[src/rtl/vending_customer.sv]
// Customer-side vending FSM: pays PRICE from a latched wallet, waits for soda, tracks change.
// Optional macro VC_CHANGE_CHECK_EN enables the change_err mismatch flag evaluated in DONE.
module vending_customer #(
    parameter int PRICE   = 3,
    parameter int TIMEOUT = 15,
    parameter int CNT_W   = 4
) (
    input  logic             clk,
    input  logic             reset,
    input  logic             start,
    input  logic [CNT_W-1:0] n1,
    input  logic [CNT_W-1:0] n2,
    input  logic [CNT_W-1:0] n3,
    input  logic             soda,
    input  logic [1:0]       coin_out,
    output logic [1:0]       coin_in,
    output logic             busy,
    output logic             done,
    output logic             fail,
    output logic [3:0]       change,
    output logic [7:0]       sold_count,
    output logic             change_err
);

    localparam int SW = CNT_W + 3;
    localparam int TW = (TIMEOUT < 2) ? 1 : $clog2(TIMEOUT + 1);

    typedef enum logic [2:0] {
        ST_IDLE, ST_CHECK, ST_SELECT, ST_INSERT, ST_GAP, ST_WAIT, ST_DONE, ST_FAIL
    } state_t;

    state_t           state_r;
    state_t           state_s;
    logic [CNT_W-1:0] cnt1_r;
    logic [CNT_W-1:0] cnt2_r;
    logic [CNT_W-1:0] cnt3_r;
    logic [4:0]       paid_r;
    logic [TW-1:0]    timer_r;
    logic [1:0]       coin_in_r;
    logic [1:0]       coin_s;
    logic [1:0]       pick_s;
    logic             busy_r;
    logic             done_r;
    logic             fail_r;
    logic [3:0]       change_r;
    logic [7:0]       sold_r;
    logic [SW-1:0]    total_s;
    logic [4:0]       due_s;
    logic             accept_s;

    // Largest coin not exceeding what is still due, else the smallest coin that overshoots.
    // The coin code equals its value, so the returned code doubles as the value.
    function automatic logic [1:0] pick_coin(input logic [4:0] due, input logic h1,
                                             input logic h2, input logic h3);
        logic [1:0] c;
        c = 2'b00;
        if (h3 && (due >= 5'd3)) begin
            c = 2'b11;
        end else if (h2 && (due >= 5'd2)) begin
            c = 2'b10;
        end else if (h1 && (due >= 5'd1)) begin
            c = 2'b01;
        end else if (h2) begin
            c = 2'b10;
        end else if (h3) begin
            c = 2'b11;
        end else begin
            c = 2'b00;
        end
        return c;
    endfunction

    // Saturating add of a coin value onto the 4-bit change total.
    function automatic logic [3:0] add_change(input logic [3:0] acc, input logic [1:0] coin);
        logic [4:0] sum;
        sum = {1'b0, acc} + {3'b000, coin};
        return sum[4] ? 4'd15 : sum[3:0];
    endfunction

    // Wallet value, outstanding amount and coin choice for the current decision.
    always_comb begin
        total_s  = SW'(cnt1_r) + (SW'(cnt2_r) << 1) + (SW'(cnt3_r) << 1) + SW'(cnt3_r);
        due_s    = 5'(PRICE) - paid_r;
        pick_s   = pick_coin(due_s, (cnt1_r != '0), (cnt2_r != '0), (cnt3_r != '0));
        accept_s = (state_r == ST_IDLE) && start;
    end

    // Next-state logic and the coin to present during the following cycle.
    always_comb begin
        state_s = state_r;
        coin_s  = 2'b00;
        case (state_r)
            ST_IDLE: begin
                if (start) state_s = ST_CHECK;
                else       state_s = ST_IDLE;
            end
            ST_CHECK: begin
                if (total_s < SW'(PRICE)) state_s = ST_FAIL;
                else                      state_s = ST_SELECT;
            end
            ST_SELECT: begin
                // A zero pick cannot follow a passed funds check; treat it as a failure anyway.
                if (pick_s == 2'b00) begin
                    state_s = ST_FAIL;
                end else begin
                    state_s = ST_INSERT;
                    coin_s  = pick_s;
                end
            end
            ST_INSERT: state_s = ST_GAP;
            ST_GAP: begin
                if (paid_r >= 5'(PRICE)) state_s = ST_WAIT;
                else                     state_s = ST_SELECT;
            end
            ST_WAIT: begin
                if (soda)                               state_s = ST_DONE;
                else if (timer_r == TW'(TIMEOUT - 1))   state_s = ST_FAIL;
                else                                    state_s = ST_WAIT;
            end
            ST_DONE: state_s = ST_IDLE;
            ST_FAIL: state_s = ST_IDLE;
            default: state_s = ST_IDLE;
        endcase
    end

    // State register and registered status outputs aligned with the state they describe.
    always_ff @(posedge clk or negedge reset) begin
        if (!reset) begin
            state_r   <= ST_IDLE;
            coin_in_r <= 2'b00;
            busy_r    <= 1'b0;
            done_r    <= 1'b0;
            fail_r    <= 1'b0;
        end else begin
            state_r   <= state_s;
            coin_in_r <= coin_s;
            busy_r    <= (state_s != ST_IDLE);
            done_r    <= (state_s == ST_DONE);
            fail_r    <= (state_s == ST_FAIL);
        end
    end

    // Wallet counts, amount paid and WAIT timer.
    always_ff @(posedge clk or negedge reset) begin
        if (!reset) begin
            cnt1_r  <= '0;
            cnt2_r  <= '0;
            cnt3_r  <= '0;
            paid_r  <= 5'd0;
            timer_r <= '0;
        end else begin
            case (state_r)
                ST_IDLE: begin
                    if (start) begin
                        cnt1_r  <= n1;
                        cnt2_r  <= n2;
                        cnt3_r  <= n3;
                        paid_r  <= 5'd0;
                        timer_r <= '0;
                    end
                end
                ST_INSERT: begin
                    paid_r <= paid_r + {3'b000, coin_in_r};
                    case (coin_in_r)
                        2'b01:   cnt1_r <= cnt1_r - {{(CNT_W-1){1'b0}}, 1'b1};
                        2'b10:   cnt2_r <= cnt2_r - {{(CNT_W-1){1'b0}}, 1'b1};
                        2'b11:   cnt3_r <= cnt3_r - {{(CNT_W-1){1'b0}}, 1'b1};
                        default: cnt1_r <= cnt1_r;
                    endcase
                end
                ST_WAIT: timer_r <= timer_r + {{(TW-1){1'b0}}, 1'b1};
                default: timer_r <= timer_r;
            endcase
        end
    end

    // Change accumulation (held through IDLE) and lifetime soda counter.
    always_ff @(posedge clk or negedge reset) begin
        if (!reset) begin
            change_r <= 4'd0;
            sold_r   <= 8'd0;
        end else begin
            if (accept_s) begin
                change_r <= 4'd0;
            end else if ((state_r != ST_IDLE) && (coin_out != 2'b00)) begin
                change_r <= add_change(change_r, coin_out);
            end
            if ((state_r == ST_WAIT) && soda && (sold_r != 8'hFF)) begin
                sold_r <= sold_r + 8'd1;
            end
        end
    end

`ifdef VC_CHANGE_CHECK_EN
    logic change_err_r;

    // Flag when the machine's change differs from the overpayment.
    always_ff @(posedge clk or negedge reset) begin
        if (!reset) begin
            change_err_r <= 1'b0;
        end else if (accept_s) begin
            change_err_r <= 1'b0;
        end else if ((state_r == ST_DONE) && ({1'b0, change_r} != (paid_r - 5'(PRICE)))) begin
            change_err_r <= 1'b1;
        end
    end

    assign change_err = change_err_r;
`else
    assign change_err = 1'b0;
`endif

    assign coin_in    = coin_in_r;
    assign busy       = busy_r;
    assign done       = done_r;
    assign fail       = fail_r;
    assign change     = change_r;
    assign sold_count = sold_r;

endmodule

[config.mk]
export PLATFORM = sky130hd
export DESIGN_NAME = vending_customer
export DESIGN_NICKNAME = d
export VERILOG_FILES = /design/src/rtl/vending_customer.sv
export SDC_FILE = /design/constraint.sdc
export NUM_CORES = 1
export LEC_CHECK = 0
export CAP_MARGIN = 30
export CORE_MARGIN = 2
export CORE_UTILIZATION = 45
export DETAILED_ROUTE_END_ITERATION = 10
export GPL_ROUTABILITY_DRIVEN = 0
export HOLD_SLACK_MARGIN = 0.15
export PLACE_DENSITY = 0.74
export RECOVER_POWER = 100
export SYNTH_ARGS = -nofsm -noshare
export SYNTH_HDL_FRONTEND = slang
export SYNTH_SLANG_ARGS = --single-unit
[constraint.sdc]
create_clock -name clk -period 3.86 [get_ports clk]
set_input_delay 0.386 -clock clk [delete_from_list [all_inputs] [get_ports clk]]
set_output_delay 0.386 -clock clk [all_outputs]
set_load 0.05 [all_outputs]
; After elaboration in Yosys (flattened, before gate mapping)
; Index checks and enable logic that the tools add are counted.
[word_totals]
ff_bits = 41
inputBits = 18
out_inout_bits = 18
word_cells = 100
[classes]
n_addsub = 11
n_lt_le_gt_ge = 5
n_eq_ne = 18
n_mux = 30
reduce_logical = 24
[op_table]
columns = op, count
row1 = 4-bit two-way mux, 10
row2 = 4-bit one-hot mux with 2 select lines, 4
row3 = 3-bit one-hot mux with 7 select lines, 1
row4 = "3-bit equality test, second input constant", 6
row5 = 2-bit two-way mux, 9
row6 = "5-bit by 2-bit >= comparator with 1-bit output, second input constant", 3
row7 = 4-bit nonzero test, 3
row8 = "4-bit by 1-bit subtractor with 4-bit output, second input constant", 3
row9 = 5-bit one-hot mux with 2 select lines, 1
row10 = 3-bit two-way mux, 3
row11 = 3-bit AND reduction, 3
row12 = "8-bit by 1-bit adder with 8-bit output, second input constant", 1
row13 = "8-bit != test, second input constant", 1
row14 = 2-bit nonzero test, 4
row15 = 6-bit by 5-bit adder with 7-bit output, 1
row16 = 7-bit by 4-bit adder with 7-bit output, 1
row17 = 1-bit logical AND, 7
row18 = "7-bit by 2-bit < comparator with 1-bit output, second input constant", 1
row19 = 4-bit by 5-bit adder with 6-bit output, 1
row20 = "3-bit by 2-bit equality test with 1-bit output, second input constant", 2
row21 = 3-bit nonzero test, 2
row22 = 4-bit by 2-bit adder with 5-bit output, 1
row23 = 5-bit by 2-bit adder with 5-bit output, 1
row24 = "5-bit by 1-bit >= comparator with 1-bit output, second input constant", 1
row25 = other kinds (14), 18

; Logic depth before layout (Yosys ltp)
[logic_depth]
depth_word = 10
depth_mapped = 12
mapped_depth_nobuf = 12

; Least setup slack after synthesis
; OpenSTA, ideal clock, no wires.
[synth_timing]
kind = flip-flop to flip-flop
start = reg cnt1_r[2]
end = reg fail_r, in the netlist fail
setup_time_ps = 73
t_arrival_ps = 3087
required_ps = 3787
path_slack_ps = 700
stages_incl_launch_ff = 13
path_buffers = 0
period_less_slack_ps = 3160
cell_sequence = dfrtp_1 inv_1 fa_1 inv_1 fa_1 ha_1 inv_1 fa_1 a211o_2 a2111oi_4 a21o_4 nor3_2 a21oi_2
[synth_via]
elab_chain_len = 9
word_cells_on_any_way = 14
cone_classes = add/sub: 3 / order compare: 1 / eq/ne: 1 / mux: 6 / reduce/logical: 3
[synth_lines]
columns = item, line
row1 = start: declaration, 34  ; logic [CNT_W-1:0] cnt1_r;
row2 = start signal: assignment, 155  ; cnt1_r <= n1;
row3 = start signal: assignment, 165  ; 2'b01: cnt1_r <= cnt1_r - {{(CNT_W-1){1'b0}}, 1'b1};
row4 = start signal: assignment, 168  ; default: cnt1_r <= cnt1_r;
row5 = branches (longest 7 deep; another with 6-bit by 5-bit adder with 7-bit output), -
row6 = 3-bit one-hot mux with 7 select lines *, 92  ; case (state_r)
row7 = 3-bit equality test *, 139  ; fail_r <= (state_s == ST_FAIL);
row8 = end signal: assignment, 139
row9 = end: declaration, 44  ; logic fail_r;
; Every way passes the cells marked *.
; A chain may end at the register's enable or synchronous reset.

; Final worst setup path
; Same ends and word-level chain as after synthesis.

==> run metrics <==
worst slew pin tran=1.42 ns; EDFF count, synth=0; sequential-to-total area share from yosys stat=37.7%; first-pass GRT wire length=10000 um; Critical Path Slowest Stage Cell=fa_1; post-placement cell area=3120 um^2; Port-buffer cells=34; setup violators final=0; grt ovf=0; clock network fraction of total power=11.1%; clock sink count=41; internal power summed over all cells=1.38 mW; average cell area after synthesis=9.49 um^2; portion of total power attributed to combinational logic=59.9%; power spent charging and discharging nets=1.34 mW; Skew-Pair Late Insertion Delay=0.29 ns; Post-CTS Resized=0; drt pass-1 iters=4; RSZ-0062 raised after global routing=no; largest buffer count on any clock path=2; number of standard cells in the layout, taps in and fillers out=399; slowest stage delay, CP=0.53 ns; layout overhead on the synthesized area=17.6%; arrival time of the worst setup path=3.59 ns; source of the critical timing path=cnt1_r[2]; worst reg2reg path startpoint=cnt1_r[2]; final net count=372; routed wire length per instance=14.1 um; antenna violations before repair=0; largest net degree at the start of global routing=42; area of the mapped netlist=2720 um^2; fraction of the cycle the final worst path needs=87.0%; die boundary height=81.8 um; TritonCTS clock tree=built; startpoint type of the worst setup path=flop; Filler Cell Count=523; overall die area=6690 um^2; syn nets=336; Iteration-0 DRC Markers=125; total non-filler cell area in the finished layout=3200 um^2; number of buffers inserted to repair setup after CTS=0; Worst Hold Class=flop to flop; Crit. End Element=flop; most common library cell in the layout ignoring fill and taps=dfrtp_1; Antenna diodes=0; num ports=36; placeable core region=5890 um^2; cells along the critical path=inv_1 > fa_1 > inv_1 > fa_1 > ha_1 > inv_1 > fa_1 > a211o_2 > a2111oi_4 > a21o_4 > nor3_1 > a21oi_2; category of the critical setup timing path=flop to flop; cell family with most CP delay=adder cells; fraction of final layout cells with drive strength greater than 1=5.86%; post-synthesis async set-or-reset flop share=100%; number of levels the H-tree was split into=2; Most used DFF post-synth=dfrtp_1; post-layout utilization of the core=54.4%; number of synthesized register bits=41; Cell Rows=28; post-DP HPWL=4200 um; cts-stage hold buffer count=0; final number of hold-violating endpoints=0; maximum operating frequency=298 MHz; number of vias in the routed layout=2182; Pwr Density=850 nW/um^2; CP Data Required Time=4.09 ns; critical path buffer and inverter count=3; Worst slew margin=5.06%; clock-pin slew on the worst setup and hold paths=0.09 ns; number of max-cap violations=0; maximum vdd ir drop=500 uV; starting density of the core=46.3%; Root Driver=clkbuf_8; final total negative setup slack=0 ns; vias in the first global route=2136; distinct cell type count of the synthesized netlist=57; result of the run=finished clean; DIE WIDTH=81.8 um; vias per std cell=5.47; number of remaining DRC errors=0; crit path max fanout=4; overall power=2.72 mW; number of warnings issued by yosys=0; post-detailed-routing wire length=5620 um; total clock buffers created by CTS=5; highest-count cells in the layout ignoring fill and taps=dfrtp_1, inv_1, nor2_1, o21ai_0, ha_1; instance count of the mapped netlist=287; max-slew violation count=0; final critical path time including I/O delays and setup=3.36 ns; global-route usage over all layers=19.3%; Max Clock Skew=0.00672 ns; Seq pwr share=29.1%; placed instance count=389; beginning of the worst hold path=sold_count[5]; leakage power=1.48 nW; number of nets with antenna violations after detailed routing=0; switching share of power=49.3%
[routing by layer]
| layer | GRT usage (%) | share of wire, % | vias up |
|---|---|---|---|
| li1 | - | - | 1074 |
| met1 | 26.2 | 47 | 1045 |
| met2 | 31.3 | 46 | 55 |
| met3 | 3.30 | 5.9 | 8 |
| met4 | 6.17 | 1.7 | 0 |
| met5 | 0 | 0 | - |
[cell families after synthesis]
logic type                 share of synthesized area (%)
AOI/OAI and AO/OA                                   17.0
buffers and inverters                               5.93
adders and majority gates                           17.0
and+or+nand+nor                                     18.7
DFF                                                 37.7
xor gates and xnor gates                            3.22
muxes                                              0.368
other                                              0.138
[flip-flops by register name, indices dropped and copies added, names as in the netlist]
name / flops
cnt1_r: 4
cnt3_r: 4
fail: 1
paid_r: 5
sold_count: 8
coin_in: 2
change: 4
timer_r: 4
done: 1
cnt2_r: 4
busy: 1
state_r: 3
[power by group through the flow]
stage	registers [mW]	logic [mW]	clock network (mW)
final	0.791	1.63	0.302
after floorplan	0.891	1.16	0
after CTS	0.797	1.68	0.311
after detailed placement	0.800	1.66	0
after global placement	0.796	1.61	0
after global routing	0.827	1.87	0.334
[path summary, 6_finish.rpt]
path                       cells past startpoint  slack [ns]            end
max                                           12        0.50           fail
min                                            1        0.51  sold_count[5]
max reg2reg                                   12        0.50           fail
min reg2reg                                    1        0.51  sold_count[5]
max in group asynchronous                      3        1.38     state_r[1]
min in group asynchronous                      2        0.70      cnt1_r[0]
[synthesized netlist by cell type (2+ instances only)]
cell	number	area share, %
dfrtp_1	41	38
inv_1	27	3.7
ha_1	21	9.7
nor2_1	21	2.9
o21ai_0	21	3.9
nand2_1	20	2.8
nand3_1	20	3.7
a21oi_1	15	2.8
fa_1	10	7.4
nor3_1	8	1.5
a31oi_1	7	1.6
xnor2_1	5	1.6
xor2_1	5	1.6
nor4b_1	4	1.3
a211oi_1	3	0.83
buf_2	3	0.55
buf_4	3	0.83
clkbuf_1	3	0.41
nand4_1	3	0.69
nor2b_1	3	0.69
nor3b_1	3	0.83
o22ai_1	3	0.69
a22oi_1	2	0.55
and3_1	2	0.46
o211ai_1	2	0.55
[stage by stage]
stage | hold WS [ns] | setup WS (ns)
2_1_floorplan | 0.0904 | 0.700
4_1_cts | 0.259 | 0.519
3_5_place_dp | 0.497 | 0.528
5_1_grt | 0.536 | 0.319
6_report | 0.512 | 0.502
3_3_place_gp | 0.493 | 0.609
[layout make-up]
class | count | area, um^2 | share of cell area [%]
multi-input cells | 209 | 1520 | 47.6
clock inverters | 3 | 26.3 | 0.820
well taps | 75 | 93.8 | 2.93
repair buffers | 39 | 363 | 11.3
clock buffers | 5 | 68.8 | 2.15
flip-flops and latches | 41 | 1030 | 32.0
inverters | 27 | 101 | 3.16
(Power assumes the default switching activity.)
